==> config.mk <==
export PLATFORM = sky130hd
export DESIGN_NAME = biquad_coef_loader_flat
export DESIGN_NICKNAME = d
export VERILOG_FILES = /design/src/rtl/biquad_pkg.sv /design/src/rtl/biquad_coef_loader_if.sv /design/src/rtl/i16_coef_bank.sv /design/src/rtl/biquad_coef_loader.sv /design/src/flat_wrapper.sv
export SDC_FILE = /design/constraint.sdc
export NUM_CORES = 1
export LEC_CHECK = 0
export CAP_MARGIN = 20
export CORE_MARGIN = 2
export CORE_UTILIZATION = 48
export CTS_CLUSTER_SIZE = 25
export DETAILED_ROUTE_END_ITERATION = 10
export PLACE_DENSITY = 0.75
export RECOVER_POWER = 50
export SLEW_MARGIN = 20
export SYNTH_ARGS = -nofsm -noshare
export SYNTH_HDL_FRONTEND = slang
export SYNTH_SLANG_ARGS = --single-unit
==> constraint.sdc <==
create_clock -name clk_i -period 1.8 [get_ports clk_i]
set_input_delay 0.36 -clock clk_i [delete_from_list [all_inputs] [get_ports clk_i]]
set_output_delay 0.36 -clock clk_i [all_outputs]
set_load 0.03 [all_outputs]
==> src/rtl/biquad_pkg.sv <==
// Shared types and constants for the biquad coefficient loader.
// Build option COEF_CHECKSUM_EN adds the CSUM loader state.
package biquad_pkg;

    localparam int COEF_W            = 16;
    localparam int WORDS_PER_SECTION = 5;

    // Encoding doubles as the word offset within a section's five-word group
    typedef enum logic [2:0] {
        B0 = 3'd0,
        B1 = 3'd1,
        B2 = 3'd2,
        A1 = 3'd3,
        A2 = 3'd4
    } coef_slot_e;

`ifdef COEF_CHECKSUM_EN
    typedef enum logic [1:0] {
        ST_IDLE   = 2'd0,
        ST_LOAD   = 2'd1,
        ST_CSUM   = 2'd2,
        ST_COMMIT = 2'd3
    } loader_state_e;
`else
    typedef enum logic [1:0] {
        ST_IDLE   = 2'd0,
        ST_LOAD   = 2'd1,
        ST_COMMIT = 2'd3
    } loader_state_e;
`endif

endpackage

==> src/rtl/biquad_coef_loader_if.sv <==
// Serial valid/ready stream carrying signed 16-bit coefficient words.
interface biquad_coef_loader_if;
    logic                            valid;
    logic                            ready;
    logic [biquad_pkg::COEF_W-1:0]   data;

    modport master (output valid, output data, input  ready);
    modport slave  (input  valid, input  data, output ready);
endinterface

==> src/rtl/i16_coef_bank.sv <==
// Shadow/active register pair for the five coefficients of one biquad section.
module i16_coef_bank
    import biquad_pkg::*;
#(
    parameter logic [COEF_W-1:0] B0_RESET = 16'h4000
) (
    input  logic              clk_i,
    input  logic              rst_ni,
    input  logic              we_i,
    input  coef_slot_e        slot_i,
    input  logic [COEF_W-1:0] wdata_i,
    input  logic              commit_i,
    output logic [COEF_W-1:0] b0_o,
    output logic [COEF_W-1:0] b1_o,
    output logic [COEF_W-1:0] b2_o,
    output logic [COEF_W-1:0] a1_o,
    output logic [COEF_W-1:0] a2_o
);

    logic [COEF_W-1:0] shadow_q [WORDS_PER_SECTION];
    logic [COEF_W-1:0] active_q [WORDS_PER_SECTION];

    // Both banks reset to a pass-through section: b0 = unity, everything else 0
    always_ff @(posedge clk_i) begin
        if (!rst_ni) begin
            for (int i = 0; i < WORDS_PER_SECTION; i++) begin
                shadow_q[i] <= (i == int'(B0)) ? B0_RESET : '0;
                active_q[i] <= (i == int'(B0)) ? B0_RESET : '0;
            end
        end else begin
            if (we_i) begin
                shadow_q[slot_i] <= wdata_i;
            end
            if (commit_i) begin
                active_q <= shadow_q;
            end
        end
    end

    assign b0_o = active_q[B0];
    assign b1_o = active_q[B1];
    assign b2_o = active_q[B2];
    assign a1_o = active_q[A1];
    assign a2_o = active_q[A2];

endmodule

==> src/rtl/biquad_coef_loader.sv <==
// Coefficient loader: streams a full set into shadow banks, then commits all sections at once.
// Build option COEF_CHECKSUM_EN adds a trailing checksum word and the sticky ERR flag.
module biquad_coef_loader
    import biquad_pkg::*;
#(
    parameter int                N_SECTIONS = 4,
    parameter logic [COEF_W-1:0] B0_RESET   = 16'h4000
) (
    input  logic                         clk_i,
    input  logic                         rst_ni,
    input  logic                         start_i,
    biquad_coef_loader_if.slave          load_if,
    output logic                         busy_o,
    output logic                         done_o,
    output logic                         err_o,
    output logic [COEF_W*N_SECTIONS-1:0] coef_b0_o,
    output logic [COEF_W*N_SECTIONS-1:0] coef_b1_o,
    output logic [COEF_W*N_SECTIONS-1:0] coef_b2_o,
    output logic [COEF_W*N_SECTIONS-1:0] coef_a1_o,
    output logic [COEF_W*N_SECTIONS-1:0] coef_a2_o
);

    localparam int SEC_W = (N_SECTIONS > 1) ? $clog2(N_SECTIONS) : 1;

    loader_state_e     state_q, state_d;
    logic [SEC_W-1:0]  sec_q, sec_d;
    coef_slot_e        slot_q, slot_d;
    logic              done_q, done_d;
    logic              ready;
    logic              xfer;
    logic              last_word;
    logic              commit;

`ifdef COEF_CHECKSUM_EN
    logic [COEF_W-1:0] sum_q, sum_d;
    logic [COEF_W-1:0] csum_total;
    logic              err_q, err_d;
`endif

    // The word index idx is kept pre-split as (section, slot) so the bank decode is trivial
    always_comb begin
        state_d   = state_q;
        sec_d     = sec_q;
        slot_d    = slot_q;
        done_d    = 1'b0;
        commit    = 1'b0;
`ifdef COEF_CHECKSUM_EN
        sum_d      = sum_q;
        err_d      = err_q;
        csum_total = sum_q + load_if.data;
        ready      = ((state_q == ST_LOAD) || (state_q == ST_CSUM)) && !start_i;
`else
        ready      = (state_q == ST_LOAD) && !start_i;
`endif
        xfer      = load_if.valid && ready;
        last_word = (sec_q == SEC_W'(N_SECTIONS - 1)) && (slot_q == A2);

        if (start_i && (state_q != ST_COMMIT)) begin
            state_d = ST_LOAD;
            sec_d   = '0;
            slot_d  = B0;
`ifdef COEF_CHECKSUM_EN
            sum_d   = '0;
            err_d   = 1'b0;
`endif
        end else begin
            case (state_q)
                ST_LOAD: begin
                    if (xfer) begin
`ifdef COEF_CHECKSUM_EN
                        sum_d   = csum_total;
                        state_d = last_word ? ST_CSUM : ST_LOAD;
`else
                        state_d = last_word ? ST_COMMIT : ST_LOAD;
`endif
                        if (slot_q == A2) begin
                            slot_d = B0;
                            sec_d  = sec_q + 1'b1;
                        end else begin
                            slot_d = coef_slot_e'(slot_q + 3'd1);
                        end
                    end
                end
`ifdef COEF_CHECKSUM_EN
                ST_CSUM: begin
                    if (xfer) begin
                        if (csum_total == '0) begin
                            state_d = ST_COMMIT;
                        end else begin
                            state_d = ST_IDLE;
                            err_d   = 1'b1;
                        end
                    end
                end
`endif
                ST_COMMIT: begin
                    commit  = 1'b1;
                    done_d  = 1'b1;
                    state_d = ST_IDLE;
                end
                default: ;
            endcase
        end
    end

    always_ff @(posedge clk_i) begin
        if (!rst_ni) begin
            state_q <= ST_IDLE;
            sec_q   <= '0;
            slot_q  <= B0;
            done_q  <= 1'b0;
`ifdef COEF_CHECKSUM_EN
            sum_q   <= '0;
            err_q   <= 1'b0;
`endif
        end else begin
            state_q <= state_d;
            sec_q   <= sec_d;
            slot_q  <= slot_d;
            done_q  <= done_d;
`ifdef COEF_CHECKSUM_EN
            sum_q   <= sum_d;
            err_q   <= err_d;
`endif
        end
    end

    assign load_if.ready = ready;
    assign busy_o        = (state_q != ST_IDLE);
    assign done_o        = done_q;
`ifdef COEF_CHECKSUM_EN
    assign err_o         = err_q;
`else
    assign err_o         = 1'b0;
`endif

    for (genvar gi = 0; gi < N_SECTIONS; gi++) begin : g_sec
        logic we;
        assign we = xfer && (state_q == ST_LOAD) && (sec_q == SEC_W'(gi));

        i16_coef_bank #(
            .B0_RESET (B0_RESET)
        ) u_bank (
            .clk_i    (clk_i),
            .rst_ni   (rst_ni),
            .we_i     (we),
            .slot_i   (slot_q),
            .wdata_i  (load_if.data),
            .commit_i (commit),
            .b0_o     (coef_b0_o[COEF_W*gi +: COEF_W]),
            .b1_o     (coef_b1_o[COEF_W*gi +: COEF_W]),
            .b2_o     (coef_b2_o[COEF_W*gi +: COEF_W]),
            .a1_o     (coef_a1_o[COEF_W*gi +: COEF_W]),
            .a2_o     (coef_a2_o[COEF_W*gi +: COEF_W])
        );
    end

endmodule

==> src/flat_wrapper.sv <==
// flat-port wrapper written by rule: the top's interface ports become plain ports
module biquad_coef_loader_flat import biquad_pkg::*;
#(
    parameter int                N_SECTIONS = 4,
    parameter logic [COEF_W-1:0] B0_RESET   = 16'h4000
)
  (clk_i, rst_ni, start_i, busy_o, done_o, err_o, coef_b0_o, coef_b1_o, coef_b2_o, coef_a1_o, coef_a2_o, load_if_valid, load_if_data, load_if_ready);
  biquad_coef_loader_if load_if_i ();
  input  logic clk_i;
  input  logic rst_ni;
  input  logic start_i;
  output logic busy_o;
  output logic done_o;
  output logic err_o;
  output logic [COEF_W*N_SECTIONS-1:0] coef_b0_o;
  output logic [COEF_W*N_SECTIONS-1:0] coef_b1_o;
  output logic [COEF_W*N_SECTIONS-1:0] coef_b2_o;
  output logic [COEF_W*N_SECTIONS-1:0] coef_a1_o;
  output logic [COEF_W*N_SECTIONS-1:0] coef_a2_o;
  input wire logic [$bits(load_if_i.valid)-1:0] load_if_valid;
  input wire logic [$bits(load_if_i.data)-1:0] load_if_data;
  output wire logic [$bits(load_if_i.ready)-1:0] load_if_ready;
  assign load_if_i.valid = load_if_valid;
  assign load_if_i.data = load_if_data;
  assign load_if_ready = load_if_i.ready;
  biquad_coef_loader #(.N_SECTIONS(N_SECTIONS), .B0_RESET(B0_RESET)) u_core (.clk_i(clk_i), .rst_ni(rst_ni), .start_i(start_i), .load_if(load_if_i), .busy_o(busy_o), .done_o(done_o), .err_o(err_o), .coef_b0_o(coef_b0_o), .coef_b1_o(coef_b1_o), .coef_b2_o(coef_b2_o), .coef_a1_o(coef_a1_o), .coef_a2_o(coef_a2_o));
endmodule
==> load_flow_metrics.sql <==
INSERT INTO impl_metrics (metric_group, metric, value, unit) VALUES
('outcome', 'outcome', 'completed', ''),
('drt', 'drcViolationCount', '0', ''),
('synthesis', 'post_synthesis_mean_instance_area', '11.6', 'µm²'),
('cts', 'cts.sinks', '648', ''),
('floorplanning', 'num_rows', '77', ''),
('synthesis', 'synth_top_area_share', '59.8', '%'),
('layout', 'antenna_cells', '0', ''),
('timing', 'report.final.hold_viol_count', '0', ''),
('cts', 'numCtsBuffers', '67', ''),
('drt', 'route.detailed.vias_per_inst', '5.55', ''),
('pwr', 'clock_power_share', '46.8', '%'),
('floorplanning', 'chipWidth', '217', 'µm'),
('timing', 'fin_setup_tns', '0', 'ns'),
('pwr', 'power.density', '1020', 'mW/mm²'),
('pwr', 'totalPowerFinal', '0.0285', 'W'),
('global_route', 'number_of_antenna_violations_at_the_first_check_in_global_routing', '0', ''),
('synthesis', 'syn-instance-count', '1866', ''),
('floorplanning', 'die-height', '217', 'µm'),
('drt', 'drt_iter0_drc', '1401', ''),
('layout', 'layout.cells.most_common_list', 'sky130_fd_sc_hd__dfxtp_1, sky130_fd_sc_hd__nand2_1, sky130_fd_sc_hd__mux2i_1', ''),
('layout', 'fin_nets', '2212', ''),
('worst_setup_path', 'cp-start-kind', 'flop', ''),
('synthesis', 'seq_area_frac_synth', '59.8', '%'),
('synthesis', 'synthXorXnorAreaFrac', '0', '%'),
('timing', 'worst_slew_pin_slew', '0.600', 'ns'),
('global_route', 'number_of_global_route_vias_before_repair', '15500', ''),
('place', 'count_of_input_and_output_buffers', '342', ''),
('synthesis', 'postSynthRegisterBits', '648', ''),
('cts', 'postCtsHoldBufs', '0', ''),
('pwr', 'ir_worst_vdd', '0.000643', 'V'),
('worst_setup_path', 'critical_path.max_fanout', '7', ''),
('min_path', 'hold_path_class', 'in2reg', ''),
('timing', 'post-route-period-util', '98.6', '%'),
('drt', 'total_number_of_vias', '15700', ''),
('global_route', 'global_route.usage.total', '26.1', '%'),
('synthesis', 'synth_area_leaders', 'sky130_fd_sc_hd__dfxtp_1, sky130_fd_sc_hd__mux2i_1, sky130_fd_sc_hd__a22o_1', ''),
('pwr', 'internal-power', '0.0223', 'W'),
('global_route', 'grt_first_pass_wirelength', '94400', 'µm'),
('synthesis', 'synth_top_family_by_area', 'multiplexers', ''),
('synthesis', 'adder_cell_share_of_the_synthesized_area', '0.346', '%'),
('timing', 'drv_slew', '0', ''),
('floorplanning', 'start_util', '48.8', '%'),
('synthesis', 'multiplexer_area_fraction_after_synthesis', '14.8', '%'),
('floorplanning', 'ioPinCount', '344', ''),
('synthesis', 'synth_compound_area_share', '13.2', '%'),
('run', 'cap_viol_max_count', '0', ''),
('floorplanning', 'dieArea', '0.0469', 'mm²'),
('place', 'gpl.final_weighted_congestion', '0.784', ''),
('global_route', 'globalRouteOverflowTotal', '0', ''),
('layout', 'drive_gt1_share', '9.62', '%'),
('cts', 'latest_clock_arrival_within_the_worst_skew_pair', '0.60', 'ns'),
('pwr', 'power.static_leakage', '13.3', 'nW'),
('layout', 'final_common_cell', 'sky130_fd_sc_hd__dfxtp_1', ''),
('drt', 'postRouteAntennaNets', '0', ''),
('timing', 'worst_slew_margin_rel', '60.0', '%'),
('cts', 'cts_root_buffer', 'sky130_fd_sc_hd__clkbuf_16', ''),
('layout', 'area_delta_synth_final', '29.0', '%'),
('synthesis', 'syn_nets', '1892', ''),
('place', 'hpwl', '37700', 'µm'),
('global_route', 'pin_count_of_the_biggest_net_entering_global_routing', '113', ''),
('timing', 'fin_worst_hold_slack', '0.272', 'ns'),
('cts', 'cts.clk_slew.worst_paths', '0.06', 'ns'),
('cts', 'tritoncts', 'done', ''),
('worst_setup_path', 'worstPathArrival', '1.42', 'ns'),
('timing', 'post-route-min-period', '1.78', 'ns'),
('timing', 'timing.final.setup_violations', '0', ''),
('timing', 'achievable-frequency', '563', 'MHz'),
('worst_setup_path', 'worstSetupPathType', 'reg2out', ''),
('worst_setup_path', 'endpoint_kind', 'primary output', ''),
('synthesis', 'synth_top_area_cell', 'sky130_fd_sc_hd__dfxtp_1', ''),
('drt', 'wl_per_cell', '22.0', 'µm');
[path summary, 6_finish.rpt]
check                                                   startpoint                                          endpoint  slack (ns)  depth (start not counted)
setup / recovery                    u_core.state_q[0]$_SDFFE_PN0P_                                            busy_o        0.02                          2
hold / removal                                              rst_ni  u_core.g_sec[3].u_bank.shadow_q[21]$_SDFFE_PN0P_        0.27                          4
setup reg to reg                      u_core.sec_q[0]$_SDFFE_PP0P_   u_core.g_sec[2].u_bank.shadow_q[7]$_SDFFE_PN0P_        0.12                          6
hold reg to reg   u_core.g_sec[0].u_bank.shadow_q[18]$_SDFFE_PN0P_  u_core.g_sec[0].u_bank.shadow_q[18]$_SDFFE_PN0P_        0.46                          2
[area by class of cell]
| cell class | count | area [µm²] |
|---|---|---|
| clock buffers | 93 | 1900 |
| clock inverters | 25 | 221 |
| fillers | 3541 | 16400 |
| inverters | 5 | 26.3 |
| multi-input cells | 1039 | 7890 |
| flip-flops and latches | 648 | 13000 |
| well taps | 592 | 741 |
| repair buffers | 425 | 4230 |
[repair_timing]
| action | CTS | global route |
|---|---|---|
| resized for setup | 328 | 21 |
| endpoints found under the hold margin | 0 | 0 |
| endpoints found under the setup margin | 323 | 128 |
| setup buffers | 0 | 0 |
[power by group through the flow]
stage | Combinational (W) | Clock [W] | Sequential (W)
2_1_floorplan | 0.000364 | 0 | 0.0147
3_3_place_gp | 0.000765 | 0 | 0.0147
3_5_place_dp | 0.000768 | 0 | 0.0147
4_1_cts | 0.000770 | 0.0135 | 0.0144
5_1_grt | 0.000806 | 0.0141 | 0.0144
6_report | 0.000776 | 0.0133 | 0.0144
[cell usage after synthesis]
cell,count
sky130_fd_sc_hd__a21bo_2,1
sky130_fd_sc_hd__a21oi_1,5
sky130_fd_sc_hd__a22o_1,316
sky130_fd_sc_hd__a41oi_1,1
sky130_fd_sc_hd__and2_1,1
sky130_fd_sc_hd__and2b_1,1
sky130_fd_sc_hd__and3_1,1
sky130_fd_sc_hd__and4_1,6
sky130_fd_sc_hd__and4bb_2,1
sky130_fd_sc_hd__buf_1,8
sky130_fd_sc_hd__buf_12,1
sky130_fd_sc_hd__buf_2,32
sky130_fd_sc_hd__buf_4,11
sky130_fd_sc_hd__buf_6,7
sky130_fd_sc_hd__buf_8,1
sky130_fd_sc_hd__clkbuf_1,114
sky130_fd_sc_hd__conb_1,1
sky130_fd_sc_hd__dfxtp_1,648
sky130_fd_sc_hd__ha_1,6
sky130_fd_sc_hd__inv_1,3
sky130_fd_sc_hd__inv_2,2
sky130_fd_sc_hd__mux2i_1,320
sky130_fd_sc_hd__nand2_1,337
sky130_fd_sc_hd__nand3_1,3
sky130_fd_sc_hd__nand3_4,5
sky130_fd_sc_hd__nand4_1,1
sky130_fd_sc_hd__nand4_4,8
sky130_fd_sc_hd__nand4bb_1,1
sky130_fd_sc_hd__nor2_1,3
sky130_fd_sc_hd__nor2_4,1
sky130_fd_sc_hd__nor2b_1,8
sky130_fd_sc_hd__nor3_1,2
sky130_fd_sc_hd__nor3b_1,1
sky130_fd_sc_hd__o21ai_0,3
sky130_fd_sc_hd__o22a_1,4
sky130_fd_sc_hd__or2_2,1
sky130_fd_sc_hd__or3_1,1
[per-stage QoR]
step                std cells  cell area [µm²]  worst slack [ns]  utilization [%]
floorplan                1866            21700            0.0937                -
global placement         2709            26300            -0.255             59.1
global route             2827            28000           -0.0148             63.0
CTS                      2827            28000            -0.125             63.0
finish                   2827            28000            0.0244             63.0
detailed placement       2709            26300            -0.306             59.1
[sequential cells by signal (all words and copies together) (netlist names)]
name	count
u_core.g_sec.u_bank.b1_o	64
u_core.g_sec.u_bank.a1_o	64
u_core.slot_q	3
u_core.state_q	2
u_core.done_o	1
u_core.sec_q	2
u_core.g_sec.u_bank.a2_o	64
u_core.g_sec.u_bank.b0_o	64
u_core.g_sec.u_bank.shadow_q	320
u_core.g_sec.u_bank.b2_o	64
[cell families after synthesis]
group,count (synthesis)
compound gates,330
mux,320
fa+ha+maj,6
buf+inv,179
flops,648
simple gates,382
other cells,1
[routing by layer]
layer,global-route usage [%],vias up,routed length (µm)
li1,-,7216,-
met1,36.2,7828,28300
met2,41.5,531,29100
met3,4.48,111,3280
met4,8.11,0,1600
met5,0,-,0
[worst max-delay path: stages, from the launching register on]
cell and delay (ns):
sky130_fd_sc_hd__dfxtp_2 0.36, sky130_fd_sc_hd__or2_2 0.30, sky130_fd_sc_hd__buf_2 0.18
No activity file was read; power rests on OpenSTA's default activity.
